File: config.mk
export PLATFORM = sky130hd
export DESIGN_NAME = lcd_nibble_tx
export DESIGN_NICKNAME = d
export VERILOG_FILES = /design/src/rtl/lcd_nibble_tx.sv
export SDC_FILE = /design/constraint.sdc
export NUM_CORES = 1
export LEC_CHECK = 0
export BUFFER_PORTS_ARGS = -buffer_cell sky130_fd_sc_hd__clkbuf_2
export CORE_ASPECT_RATIO = 1.4
export CORE_MARGIN = 5
export CORE_UTILIZATION = 45
export CTS_CLUSTER_DIAMETER = 50
export DETAILED_ROUTE_END_ITERATION = 10
export GPL_ROUTABILITY_DRIVEN = 0
export PLACE_DENSITY = 0.66
export SYNTH_ARGS = -nofsm -noshare
export SYNTH_HDL_FRONTEND = slang
export SYNTH_SLANG_ARGS = --single-unit
export TNS_END_PERCENT = 1
File: constraint.sdc
create_clock -name clk -period 2.66 [get_ports clk]
set_clock_uncertainty 0.05 [all_clocks]
set_input_delay 0 -clock clk [delete_from_list [all_inputs] [get_ports clk]]
set_output_delay 0 -clock clk [all_outputs]
set_load 0.005 [all_outputs]
File: src/rtl/lcd_nibble_tx.sv
// Byte-to-nibble write sequencer for the 4-bit HD44780 LCD bus (SF_D[11:8]).
// Optional macro LCD_TX_LONG_CMD_EN: clear/home commands wait T_LONG instead of T_WAIT.
module lcd_nibble_tx #(
  parameter int unsigned T_SETUP = 2,
  parameter int unsigned T_E     = 12,
  parameter int unsigned T_HOLD  = 1,
  parameter int unsigned T_GAP   = 50,
  parameter int unsigned T_WAIT  = 2000,
  parameter int unsigned T_LONG  = 82000
) (
  input  logic       clk,
  input  logic       reset,
  input  logic [9:0] data,
  input  logic       en,
  output logic       LCD_E,
  output logic       LCD_RS,
  output logic       LCD_RW,
  output logic       SF_D8,
  output logic       SF_D9,
  output logic       SF_D10,
  output logic       SF_D11,
  output logic       done
);

  typedef enum logic [3:0] {
    S_IDLE, S_SETUP_H, S_E_H, S_HOLD_H, S_GAP,
    S_SETUP_L, S_E_L, S_HOLD_L, S_WAIT, S_DONE
  } state_t;

  localparam logic [16:0] SETUP_M1 = 17'(T_SETUP - 1);
  localparam logic [16:0] E_M1     = 17'(T_E - 1);
  localparam logic [16:0] HOLD_M1  = 17'(T_HOLD - 1);
  localparam logic [16:0] GAP_M1   = 17'(T_GAP - 1);
  localparam logic [16:0] WAIT_M1  = 17'(T_WAIT - 1);
  localparam logic [16:0] LONG_M1  = 17'(T_LONG - 1);

  state_t      state_q, state_d;
  logic [16:0] cnt_q, cnt_d;
  logic [9:0]  word_q, word_d;
  logic        long_cmd;
  logic [16:0] wait_m1;

  logic        e_q, rs_q, rw_q, done_q;
  logic [3:0]  nib_q;
  logic        e_d, rs_d, rw_d, done_d;
  logic [3:0]  nib_d;
  logic        upper, lower;

  always_comb begin
`ifdef LCD_TX_LONG_CMD_EN
    long_cmd = (word_q[9:8] == 2'b00) &&
               ((word_q[7:0] == 8'h01) || (word_q[7:0] == 8'h02) || (word_q[7:0] == 8'h03));
`else
    long_cmd = 1'b0;
`endif
    wait_m1 = long_cmd ? LONG_M1 : WAIT_M1;
  end

  always_comb begin
    state_d = state_q;
    word_d  = word_q;
    cnt_d   = cnt_q + 17'd1;
    case (state_q)
      S_IDLE: begin
        if (en) begin
          word_d  = data;
          state_d = S_SETUP_H;
        end
      end
      S_SETUP_H: if (cnt_q == SETUP_M1) state_d = S_E_H;
      S_E_H:     if (cnt_q == E_M1)     state_d = S_HOLD_H;
      S_HOLD_H:  if (cnt_q == HOLD_M1)  state_d = S_GAP;
      S_GAP:     if (cnt_q == GAP_M1)   state_d = S_SETUP_L;
      S_SETUP_L: if (cnt_q == SETUP_M1) state_d = S_E_L;
      S_E_L:     if (cnt_q == E_M1)     state_d = S_HOLD_L;
      S_HOLD_L:  if (cnt_q == HOLD_M1)  state_d = S_WAIT;
      S_WAIT:    if (cnt_q == wait_m1)  state_d = S_DONE;
      S_DONE:    state_d = S_IDLE;
      default:   state_d = S_IDLE;
    endcase
    if (state_d != state_q || state_q == S_IDLE) cnt_d = '0;
  end

  // Outputs are decoded from the next state so the registered copies line up
  // with the state they belong to.
  always_comb begin
    upper  = (state_d == S_SETUP_H) || (state_d == S_E_H) || (state_d == S_HOLD_H);
    lower  = (state_d == S_SETUP_L) || (state_d == S_E_L) || (state_d == S_HOLD_L);
    e_d    = (state_d == S_E_H) || (state_d == S_E_L);
    rs_d   = (upper || lower) && word_d[9];
    rw_d   = (upper || lower) && word_d[8];
    nib_d  = upper ? word_d[7:4] : (lower ? word_d[3:0] : 4'h0);
    done_d = (state_d == S_DONE);
  end

  always_ff @(posedge clk) begin
    if (reset) begin
      state_q <= S_IDLE;
      cnt_q   <= '0;
      word_q  <= '0;
      e_q     <= 1'b0;
      rs_q    <= 1'b0;
      rw_q    <= 1'b0;
      nib_q   <= '0;
      done_q  <= 1'b0;
    end else begin
      state_q <= state_d;
      cnt_q   <= cnt_d;
      word_q  <= word_d;
      e_q     <= e_d;
      rs_q    <= rs_d;
      rw_q    <= rw_d;
      nib_q   <= nib_d;
      done_q  <= done_d;
    end
  end

  assign LCD_E  = e_q;
  assign LCD_RS = rs_q;
  assign LCD_RW = rw_q;
  assign {SF_D11, SF_D10, SF_D9, SF_D8} = nib_q;
  assign done   = done_q;

endmodule
# == Word-level counts from Yosys, hierarchy flattened ==
# Index checks and enable logic that the tools add are counted.
# Widths: inputs -> output; s select.
# word_totals
ff_bits,39
inputBits,13
output_inout_bits,8
wordCells,55
# classes
add_sub_neg,1
eq_ne,20
muxes,14
n_reduce_logical,12
# op_table
op,count
$mux 4,11
$pmux 4 s9,1
$eq 4x3->1 const B,7
$mux 10,2
$add 17x1->17 const B,1
$eq 17x1->1 const B,1
$eq 17x11->1 const B,1
$eq 17x4->1 const B,1
$eq 17x6->1 const B,1
$logic_not 17->1,1
$eq 4x2->1 const B,4
$eq 4x1->1 const B,2
$eq 4x4->1 const B,2
$logic_or 1x1->1,7
$logic_not 4->1,1
$ne 4x4->1,1
$logic_and 1x1->1,2
$reduce_or 2->1,1

# == Logic depth before layout (Yosys ltp) ==
# Gate-level depths: netlist (run 1).
# depth
word_depth,8
ltp_mapped,8
ltp_nobuf,7

# == Worst setup path before layout (run 1) ==
# No wires, ideal clock.
# synth_path
kind,flip-flop to flip-flop
startpoint,register cnt_q[0]
endpoint,register cnt_q[10]
arrival_ns,1.809
path_slack_ns,0.716
path_stages_with_launch,9
synth_period_minus_slack_ns,1.944
cell_sequence,dfxtp_1 > inv_1 > ha_1 > nor3b_2 > and3_1 > a311oi_1 > o211ai_2 > clkbuf_8 > a211oi_1
# synth_via
elab_chain_cells,6
word_cells_on_any_way,18
classes_between,add/sub: 1; eq/ne: 5; mux: 9; reduce/logical: 3
# synth_lines
element,line,text
from (decl),38,"logic [16:0] cnt_q, cnt_d;"
from (signal assigned),108,cnt_q <= cnt_d;
$eq 17x11->1 (tied with other cells),77,S_WAIT: if (cnt_q == wait_m1) state_d = S_DONE;
$mux 4 (tied with other cells),77,
$pmux 4 s9,63,case (state_q)
$ne 4x4->1,81,if (state_d != state_q || state_q == S_IDLE) cnt_d = '0;
$logic_or 1x1->1,81,
$reduce_or 2->1 (no line),n/a,
# Parallel ways exist; a longest one is shown, timed or not.
# A chain may end at the register's enable or synchronous reset.

# == Final worst setup path (run 1) ==
# layout_path
startpoint,register cnt_q[11]
endpoint,register nib_q[1]
# layout_via
elab_chain_cells,8
word_cells_on_any_way,26
classes_between,eq/ne: 10; mux: 11; reduce/logical: 5
# layout_lines
element,line,text
$eq 17x11->1 (tied with other cells),77,
$mux 4 (tied with other cells),77,
$pmux 4 s9 (*),63,
$eq 4x3->1,88,lower = (state_d == S_SETUP_L) || (state_d == S_E_L) || (state_d == S_HOLD_L);
$logic_or 1x1->1 (2 in series),88,
$mux 4,92,nib_d = upper ? word_d[7:4] : (lower ? word_d[3:0] : 4'h0);
$mux 4 (*),92,
to (signal assigned),113,nib_q <= nib_d;
to (decl),44,logic [3:0] nib_q;
# Every way passes the cells marked *; elsewhere a longest branch is shown, timed or not.

==> results of run 1 <==
registers in the layout, summed over array words and instances (netlist names):
name     count
LCD_E        1
cnt_q       17
state_q      4
nib_q        4
LCD_RS       1
done         1
word_q      10
LCD_RW       1
worst max-delay path, delay by kind of cell (launching register included):
kind	cells	cell delay, ns
compound gates	2	0.34
flops	1	0.35
simple gates	3	1.36
logic make-up after synthesis:
logic type / Yosys count / share of synthesized area, %
xor+xnor: 15 / 6.84
compound gates: 58 / 21.6
simple gates: 80 / 23.5
buf+inv: 18 / 5.53
fa+ha+maj: 3 / 1.95
flops: 39 / 40.6
what timing repair did:
action | CTS | global route
endpoints found under the hold margin | 10 | 0
resized for setup | 0 | 0
hold buffers | 10 | 0
endpoints found under the setup margin | 0 | 0
placed cells by master, fill, tap and decap left out, drive strengths merged:
master       count
nor3b            2
a311o            1
nand2           12
a211oi          11
nand4            5
o211ai           1
clkbuf          26
or4              1
and4             3
nor4b            1
a31oi            1
a41oi            1
nor4bb           1
buf              3
nand3           16
a22oi            4
xnor2            7
a311oi           4
a21boi           2
dfxtp           39
dlygate4sd3     10
bufinv           2
nor3             4
and4b            1
xor2             8
o21ai           18
nor2            19
nor4             2
and3             5
inv              7
o41ai            1
and2             3
or3b             1
ha               3
a21oi           14
or3              4
metrics by stage:
step / hold WS (ns) / util, % / power, W
6_report: 0.0562 / 54.1 / 0.00133
5_1_grt: 0.0810 / 54.1 / 0.00139
4_1_cts: 0.0490 / 54.1 / 0.00134
3_5_place_dp: 0.241 / 48.5 / 0.000754
3_3_place_gp: 0.237 / 48.5 / 0.000753
2_1_floorplan: 0.0277 / - / 0.000719
cell usage after synthesis, types with 2 or more instances:
cell,n
clkbuf_1,4
o21ai_0,18
a22oi_1,4
a21oi_1,14
xor2_1,8
and3_1,5
buf_6,3
nand3_1,16
nor2_1,18
inv_1,7
nand4_1,5
xnor2_1,7
ha_1,3
dfxtp_1,39
a211oi_1,10
nor3_1,4
a311oi_1,3
and4_1,3
or3_2,2
nand2_1,12
and2_2,2
layer usage:
layer / share of wire (%) / vias up / GRT usage (%)
met4: 0.94 / 0 / 4.34
met1: 43 / 777 / 18.7
met3: 3.8 / 6 / 3.49
li1: - / 831 / -
met5: 0 / - / 0
met2: 53 / 25 / 30.9
path summary, 6_finish.rpt:
| check | startpoint | to | slack (ns) | cells after the start |
|---|---|---|---|---|
| max | cnt_q[11] | nib_q[1] | 0.43 | 5 |
| min | reset | state_q[2] | 0.06 | 2 |
| max reg2reg | cnt_q[11] | nib_q[1] | 0.43 | 5 |
| min reg2reg | word_q[1] | word_q[1] | 0.43 | 2 |
layout make-up:
class / instances / area share [%]
clock inverter: 2 / 2.67
timing repair buffer: 33 / 9.88
inverter: 7 / 1.17
clock buffer: 6 / 3.22
sequential: 39 / 34.6
multi-input combinational: 156 / 45.9
tap: 45 / 2.50
power groups by stage:
stage          Clock, W  Combinational [W]  Sequential, W
2_1_floorplan         0          0.0000971       0.000622
4_1_cts        0.000588           0.000140       0.000613
3_3_place_gp          0           0.000127       0.000626
3_5_place_dp          0           0.000128       0.000626
6_report       0.000574           0.000141       0.000613
5_1_grt        0.000615           0.000156       0.000616
==> reports/results.ini, run 1 <==
[floorplanning]
die_w_um=65.2
coreArea_um2=4170
ios=21
row_count=28
die_y_um=87.3
start_util_pct=46.1
die_area_um2=5700

[synth]
netlist_area_um2=1920
synth-edff-count=0
synth_nets=229
syn_area_per_cell_um2=9.02
synth-seq-area-share_pct=40.6
synth_top_area_share_pct=40.6
yosys.area.top_type=dfxtp_1
ys_warn_count=0
ys_seq_elements=39
ys.flop_type=dfxtp_1
synth_area_leaders=dfxtp_1 41%, o21ai_0 4.7%, nand3_1 4.2%
async_flop_share_pct=0
synthCells=213
synth.distinct_cells=47

[sta]
setup_violations=0
setup_ws_ns=0.427
slew_headroom_pct=58.9
fin_crit_ns=2.23
maxSlewViolCount=0
fin_tns_setup_ns=0
post-route-period-util_pct=83.9
grt_setup_unrepaired=no
worst_pin_slew_ns=0.612
hold_viol=0
timing.fmax_mhz=448

[final_layout]
nNetsFinal=258
drive_gt1_share_pct=18.1
seq_area_um2=781
multi_input_area_um2=1030
antenna_cells=0
fill_cells=387
syn_to_final_growth_pct=17.3
finalNonFillerCells=288
postLayoutCellArea_um2=2250

[setup_path]
startpoint_type=flip-flop
critPathRequiredTime_ns=2.76
cp.arrival_ns=2.33
end_kind=flip-flop
critical_path.slowest_cell=nor4b_2
critPathMaxFanout=10
critPathKind=reg -> reg
slowest_delay_ns=0.60
cp_cell_sequence=nor4_2 -> and4_1 -> a311oi_4 -> nor4b_2 -> a22oi_1

[cts]
clockBufferDepth=2
cts_tree=yes
clockRootBuffer=clkbuf_8
htree_levels=2
clk_latency_ns=0.29
cts.clk_slew.worst_paths_ns=0.07
numCtsBuffers=5
clock-sinks=39
post_cts_buffers=0

[placement]
placed_area_um2=2020
place_ws_ns=0.449
io_buffers=20
placed_cells=270
hpwl_um=3020

[power_and_ir_drop]
p_leak_nw=0.809
irDropWorstVdd_v=0.000329
internal_power_w=0.00103
pwr-share-seq_pct=46.2
power_density_nw_per_um2=589
switchingPower_w=0.000294
pwr-share-clk_pct=43.2
combPwrFrac_pct=10.6
swShare_pct=22.1

[drt]
ant_nets=0
drtPass1Iterations=4
wl_um=4370
first_iter_violations=69
route.detailed.drc=0
via_per_inst=5.69
via_count=1639
wl_per_cell_um=15.2

[global_route]
grt_max_degree=18
antenna_found_initial=0
grt_usage_pct=16.5
first_global_vias=1604
grt_overflow_total=0
grt_first_pass_wirelength_um=7420

[min_path]
hp-class=in -> reg

[run]
max-cap-violations=0

[status]
status=finished, final reports clean

No activity file was read; power rests on OpenSTA's default activity.
==> inputs of run 2 (changes only) <==
==> constraint.sdc (replaced) <==
create_clock -name clk -period 2.15 [get_ports clk]
set_clock_uncertainty 0.05 [all_clocks]
set_input_delay 0 -clock clk [delete_from_list [all_inputs] [get_ports clk]]
set_output_delay 0 -clock clk [all_outputs]
set_load 0.005 [all_outputs]
==> reports/results.ini, run 2 (same netlist as run 1, synthesis figures left out) <==
[placement]
hpwl_um=3090  ; was 3020 um
place_ws_ns=0.188  ; was 0.449 ns
io_buffers=20  ; unchanged

[final_layout]
syn_to_final_growth_pct=21.7  ; was 17.3%
fill_cells=373  ; was 387
final_common_cell=dfxtp_1  ; unchanged
drive_gt1_share_pct=23.0  ; was 18.1%
final_cell_mix=39 x dfxtp_1, 20 x clkbuf_2, 18 x o21ai_0, 18 x nor2_1  ; was 39 x dfxtp_1, 20 x clkbuf_2, 18 x o21ai_0, 18 x nor2_1, 16 x nand3_1
largest_register_ffs=17  ; unchanged
regMostFlops=cnt_q  ; unchanged
reg_top3=cnt_q: 17 flops, word_q: 10 flops  ; unchanged
antenna_cells=0  ; unchanged
nNetsFinal=272  ; was 258

[floorplanning]
die_y_um=87.3  ; unchanged
start_util_pct=46.1  ; unchanged
row_count=28  ; unchanged
ios=21  ; unchanged
die_area_um2=5700  ; unchanged
coreArea_um2=4170  ; unchanged
die_w_um=65.2  ; unchanged

[status]
status=finished, final reports clean  ; unchanged

[drt]
first_iter_violations=78  ; was 69
ant_nets=0  ; unchanged
drtPass1Iterations=4  ; unchanged
via_count=1712  ; was 1639
wl_um=4430  ; was 4370 um
via_per_inst=5.67  ; was 5.69
wl_per_cell_um=14.7  ; was 15.2 um
route.detailed.drc=0  ; unchanged

[sta]
fin_crit_ns=1.98  ; was 2.23 ns
grt_setup_unrepaired=no  ; unchanged
setup_ws_ns=0.170  ; was 0.427 ns
slew_headroom_pct=63.6  ; was 58.9%
setup_violations=0  ; unchanged
post-route-period-util_pct=92.1  ; was 83.9%
timing.fmax_mhz=505  ; was 448 MHz
worst_pin_slew_ns=0.542  ; was 0.612 ns
fin_tns_setup_ns=0  ; unchanged
maxSlewViolCount=0  ; unchanged
hold_viol=0  ; unchanged

[cts]
clk_latency_ns=0.29  ; about the same
post_cts_buffers=0  ; unchanged
clockRootBuffer=clkbuf_8  ; unchanged
htree_levels=2  ; unchanged
clockBufferDepth=2  ; unchanged
numCtsBuffers=5  ; unchanged
clock-sinks=39  ; unchanged
cts.clk_slew.worst_paths_ns=0.07  ; about the same
cts_tree=yes  ; unchanged

[power_and_ir_drop]
p_leak_nw=0.875  ; was 0.809 nW
internal_power_w=0.00112  ; was 0.00103 W
combPwrFrac_pct=12.9  ; was 10.6%
pwr-share-seq_pct=50.7  ; was 46.2%
power_density_nw_per_um2=634  ; was 589 nW/um2
pwr-share-clk_pct=36.4  ; was 43.2%
total_power_w=0.00148  ; was 0.00133 W
irDropWorstVdd_v=0.000384  ; was 0.000329 V
swShare_pct=24.5  ; was 22.1%
switchingPower_w=0.000364  ; was 0.000294 W

[global_route]
grt_usage_pct=17.1  ; was 16.5%
first_global_vias=1682  ; was 1604
antenna_found_initial=0  ; unchanged
grt_max_degree=18  ; unchanged
grt_first_pass_wirelength_um=7640  ; was 7420 um
grt_overflow_total=0  ; unchanged

[min_path]
hold_end=state_q[0]  ; was state_q[2]
hp-start=reset  ; unchanged
hold_depth=2  ; unchanged
hp-class=in -> reg  ; unchanged

[setup_path]
rrSetupSlack_ns=0.17  ; was 0.43 ns
end_kind=flip-flop  ; unchanged
critPathMaxFanout=7  ; was 10
critPathRequiredTime_ns=2.31  ; was 2.76 ns
r2r_cells=6  ; was 5
critPathKind=reg -> reg  ; unchanged
reg2reg_to=nib_q[0]  ; was nib_q[1]
cp.arrival_ns=2.14  ; was 2.33 ns
startpoint_type=flip-flop  ; unchanged
rr_startpoint=state_q[1]  ; was cnt_q[11]

[run]
max-cap-violations=0  ; unchanged

run 2: cell count changes in the layout (fill, tap and decap cells not counted):
cell | before | now
and4_1 | 3 | 2
bufinv_16 | 2 | 0
and4_2 | 0 | 1
buf_4 | 3 | 16
buf_12 | 0 | 1
clkbuf_8 | 5 | 7
run 2: critical path: stages, from the launching register on:
cell     delay, ns
dfxtp_1       0.31
buf_4         0.15
or3_2         0.52
o41ai_4       0.42
nor4b_2       0.09
buf_4         0.17
a22oi_1       0.18
run 2: routing by layer:
metal | vias up | track usage (%) | part of all wire [%]
met2 | 38 | 30.2 | 50
met5 | - | 0 | 0
met4 | 0 | 7.92 | 2.8
li1 | 862 | - | -
met3 | 10 | 3.75 | 5.1
met1 | 802 | 19.2 | 42
run 2: worst max path at each step:
stage / from / to / slack [ns]
2_1_floorplan: cnt_q[0] / cnt_q[10] / 0.21
3_3_place_gp: cnt_q[11] / cnt_q[10] / 0.18
3_5_place_dp: cnt_q[11] / nib_q[1] / 0.19
4_1_cts: cnt_q[11] / cnt_q[3] / 0.17
5_1_grt: cnt_q[0] / nib_q[2] / 0.004
6_report: state_q[1] / nib_q[0] / 0.17
run 2: timing repair:
action / in CTS / in global routing
setup endpoints to repair: 0 / 1
gates resized for setup: 0 / 1
hold buffers: 10 / 0
endpoints found under the hold margin: 10 / 0
run 2: final cells by class:
class / instances / area (um2) / area share, %
multi-input combinational: 156 / 1040 / 44.3
sequential: 39 / 781 / 33.4
timing repair buffer: 47 / 340 / 14.5
clock buffer: 8 / 100 / 4.28
tap: 45 / 56.3 / 2.41
inverter: 7 / 26.3 / 1.12
run 2: power groups by stage:
stage / Combinational [W] / Sequential, W / Clock, W
6_report: 0.000192 / 0.000752 / 0.000540
5_1_grt: 0.000213 / 0.000754 / 0.000588
4_1_cts: 0.000193 / 0.000752 / 0.000554
3_5_place_dp: 0.000177 / 0.000769 / 0
3_3_place_gp: 0.000177 / 0.000769 / 0
2_1_floorplan: 0.000120 / 0.000769 / 0
run 2: stage by stage:
| step | std cells | cell area (um2) | hold slack [ns] | util, % |
|---|---|---|---|---|
| after floorplan | 213 | 1920 | 0.0277 | - |
| after global placement | 284 | 2140 | 0.232 | 51.3 |
| after detailed placement | 284 | 2140 | 0.240 | 51.3 |
| after CTS | 302 | 2340 | 0.0494 | 56.1 |
| after global routing | 302 | 2340 | 0.0829 | 56.1 |
| final | 302 | 2340 | 0.0500 | 56.1 |
==> inputs of run 3 (changes only) <==
--- a/config.mk
+++ b/config.mk
@@ -5,14 +5,18 @@
 export SDC_FILE = /design/constraint.sdc
 export NUM_CORES = 1
 export LEC_CHECK = 0
+export ABC_AREA = 1
 export BUFFER_PORTS_ARGS = -buffer_cell sky130_fd_sc_hd__clkbuf_2
+export CELL_PAD_IN_SITES_DETAIL_PLACEMENT = 1
+export CELL_PAD_IN_SITES_GLOBAL_PLACEMENT = 1
 export CORE_ASPECT_RATIO = 1.4
 export CORE_MARGIN = 5
-export CORE_UTILIZATION = 45
+export CORE_UTILIZATION = 42
 export CTS_CLUSTER_DIAMETER = 50
 export DETAILED_ROUTE_END_ITERATION = 10
 export GPL_ROUTABILITY_DRIVEN = 0
-export PLACE_DENSITY = 0.66
+export PLACE_DENSITY = 0.81
+export SLEW_MARGIN = 20
 export SYNTH_ARGS = -nofsm -noshare
 export SYNTH_HDL_FRONTEND = slang
 export SYNTH_SLANG_ARGS = --single-unit
==> reports/results.ini, run 3 <==
[status]
status=finished, final reports clean  ; unchanged

[sta]
hold_viol=0  ; unchanged
fin_tns_setup_ns=0  ; unchanged
setup_ws_ns=0.365  ; was 0.170 ns
slew_headroom_pct=75.2  ; was 63.6%
worst_pin_slew_ns=0.368  ; was 0.542 ns
grt_setup_unrepaired=no  ; unchanged
setup_violations=0  ; unchanged
timing.fmax_mhz=560  ; was 505 MHz
post-route-period-util_pct=83.0  ; was 92.1%
maxSlewViolCount=0  ; unchanged
fin_crit_ns=1.79  ; was 1.98 ns

[setup_path]
critPathRequiredTime_ns=2.29  ; was 2.31 ns
critPathMaxFanout=17  ; was 7
critPathKind=reg -> reg  ; unchanged
slowest_delay_ns=0.35  ; was 0.52 ns
end_kind=flip-flop  ; unchanged
critical_path.slowest_cell=dfxtp_1  ; was or3_2
cpMostUsedCell=nand2_1  ; was buf_4
cp_cell_sequence=inv_1 -> ha_1 -> nand3_1 -> nor2_2 -> nand2_1 -> nand2_1 -> nand2_1 -> clkinv_2 -> o21ai_2 -> nand2_4 -> nor2_1  ; was buf_4 -> or3_2 -> o41ai_4 -> nor4b_2 -> buf_4 -> a22oi_1
r2r_cells=11  ; was 6
cp.arrival_ns=1.92  ; was 2.14 ns
startpoint_type=flip-flop  ; unchanged

[drt]
first_iter_violations=43  ; was 78
via_per_inst=4.78  ; was 5.67
drtPass1Iterations=4  ; unchanged
wl_per_cell_um=13.0  ; was 14.7 um
wl_um=4820  ; was 4430 um
via_count=1769  ; was 1712
ant_nets=0  ; unchanged
route.detailed.drc=0  ; unchanged

[power_and_ir_drop]
pwr-share-seq_pct=49.2  ; was 50.7%
p_leak_nw=1.06  ; was 0.875 nW
swShare_pct=25.1  ; was 24.5%
combPwrFrac_pct=11.7  ; was 12.9%
internal_power_w=0.00117  ; was 0.00112 W
irDropWorstVdd_v=0.000490  ; was 0.000384 V
pwr-share-clk_pct=39.1  ; was 36.4%
switchingPower_w=0.000392  ; was 0.000364 W
power_density_nw_per_um2=669  ; was 634 nW/um2

[cts]
clockBufferDepth=2  ; unchanged
cts_tree=yes  ; unchanged
htree_levels=2  ; unchanged
clock-sinks=39  ; unchanged
cts_repair_resize_count=0  ; unchanged
numCtsBuffers=5  ; unchanged
cts.clk_slew.worst_paths_ns=0.08  ; was 0.07 ns
clk_latency_ns=0.30  ; was 0.29 ns
clockRootBuffer=clkbuf_8  ; unchanged

[synth]
yosys-top-cells-count=60 x nor2_1, 39 x dfxtp_1, 39 x inv_1, 39 x nand2_1, 26 x nand3_1  ; was 39 x dfxtp_1, 18 x nor2_1, 18 x o21ai_0
synth.distinct_cells=27  ; was 47
synth.most_common_cell=nor2_1  ; was dfxtp_1
ys_seq_elements=39  ; unchanged
yosys.area.top_type=dfxtp_1  ; unchanged
synth-edff-count=0  ; unchanged
async_flop_share_pct=0  ; unchanged
syn_area_per_cell_um2=7.17  ; was 9.02 um2
synth_nets=288  ; was 229
netlist_area_um2=1950  ; was 1920 um2
ys.flop_type=dfxtp_1  ; unchanged
ys_warn_count=0  ; unchanged
synthCells=272  ; was 213
synth-seq-area-share_pct=40.0  ; was 40.6%
synth_top_area_share_pct=40.0  ; was 40.6%
synth_area_leaders=dfxtp_1 40%, nor2_1 12%, inv_1 7.5%  ; was dfxtp_1 41%, o21ai_0 4.7%, nand3_1 4.2%

[global_route]
first_global_vias=1850  ; was 1682
grt_first_pass_wirelength_um=8310  ; was 7640 um
grt_max_degree=18  ; unchanged
grt_overflow_total=0  ; unchanged
grt_usage_pct=17.5  ; was 17.1%
antenna_found_initial=0  ; unchanged

[final_layout]
final_common_cell=nor2_1  ; was dfxtp_1
largest_register_ffs=17  ; unchanged
syn_to_final_growth_pct=19.3  ; was 21.7%
drive_gt1_share_pct=17.9  ; was 23.0%
antenna_cells=0  ; unchanged
final_util_pct=51.3  ; was 56.1%
regMostFlops=cnt_q  ; unchanged
nNetsFinal=324  ; was 272
fill_cells=606  ; was 373
finalNonFillerCells=370  ; was 302
reg_top3=cnt_q: 17 flops, word_q: 10 flops  ; unchanged
final_cell_mix=60 x nor2_1, 39 x dfxtp_1, 39 x inv_1, 39 x nand2_1, 26 x nand3_1  ; was 39 x dfxtp_1, 20 x clkbuf_2, 18 x o21ai_0, 18 x nor2_1

[placement]
hpwl_um=3700  ; was 3090 um
io_buffers=20  ; unchanged
place_ws_ns=0.337  ; was 0.188 ns
placed_cells=352  ; was 284

[floorplanning]
ios=21  ; unchanged
coreArea_um2=4540  ; was 4170 um2
die_w_um=67.6  ; was 65.2 um
start_util_pct=43.0  ; was 46.1%
row_count=29  ; was 28
die_y_um=90.6  ; was 87.3 um
die_area_um2=6130  ; was 5700 um2

[min_path]
hp-class=in -> reg  ; unchanged
hold_depth=4  ; was 2

[run]
max-cap-violations=0  ; unchanged

==> run 3: cell count changes after synthesis, sizes merged, moves of 11 or more <==
cell,delta
a211oi,-11
a21oi,-12
inv,+33
nand2,+28
nand3,+13
nor2,+57
==> run 3: power by group through the flow <==
stage          registers (W)  clock network (W)  logic [W]
2_1_floorplan       0.000781                  0   0.000116
3_3_place_gp        0.000783                  0   0.000164
3_5_place_dp        0.000783                  0   0.000168
4_1_cts             0.000767           0.000615   0.000184
5_1_grt             0.000770           0.000640   0.000210
6_report            0.000766           0.000609   0.000182
==> run 3: per-stage QoR <==
step / power, W / instance area, um2 / hold WS (ns)
6_report: 0.00156 / 2330 / 0.0992
5_1_grt: 0.00162 / 2330 / 0.151
4_1_cts: 0.00157 / 2330 / 0.114
3_5_place_dp: 0.000951 / 2110 / 0.185
3_3_place_gp: 0.000947 / 2110 / 0.188
2_1_floorplan: 0.000898 / 1950 / 0.0191
==> run 3: cells by family (layout without fill, tap and decap cells) <==
group           Yosys count  count (layout)  share of synthesized area [%]
buf+inv                  45              81                           9.62
xor+xnor                 15              15                           6.74
compound gates           15              15                           4.23
fa+ha+maj                 3               3                           1.92
simple gates            155             155                           37.5
flops                    39              39                           40.0
==> run 3: critical path, delay by kind of cell, from the launching register on <==
family | cells | cell delay (ns)
AND/OR/NAND/NOR | 7 | 0.88
flip-flops | 1 | 0.35
buffers and inverters | 2 | 0.16
adder cells (fa/ha/maj) | 1 | 0.15
AO/OA/AOI/OAI | 1 | 0.07
==> run 3: final cells by class <==
class,instances,area [um2],share of cell area (%)
clock buffer,5,68.8,2.96
clock inverter,2,37.5,1.61
inverter,41,155,6.67
multi-input combinational,188,982,42.2
sequential,39,781,33.5
tap,62,77.6,3.33
timing repair buffer,33,225,9.68
==> run 3: worst paths after layout <==
kind	slack (ns)	start	end
max reg2reg	0.36	cnt_q[0]	cnt_q[2]
min reg2reg	0.43	cnt_q[0]	cnt_q[0]
max	0.36	cnt_q[0]	cnt_q[2]
min	0.1	en	word_q[9]
==> run 3: what timing repair did <==
item	4_1_cts	5_1_grt
endpoints found under the hold margin	14	0
setup buffers	0	0
hold buffers	11	0
==> run 3: per-layer routing <==
layer  vias to the layer above  routed length, um  global-route usage [%]
met5                         -                  0                       0
met4                         0                108                    7.11
met3                         9                142                    3.74
met2                        25               2670                    32.3
met1                       827               1900                    18.1
li1                        908                  -                       -
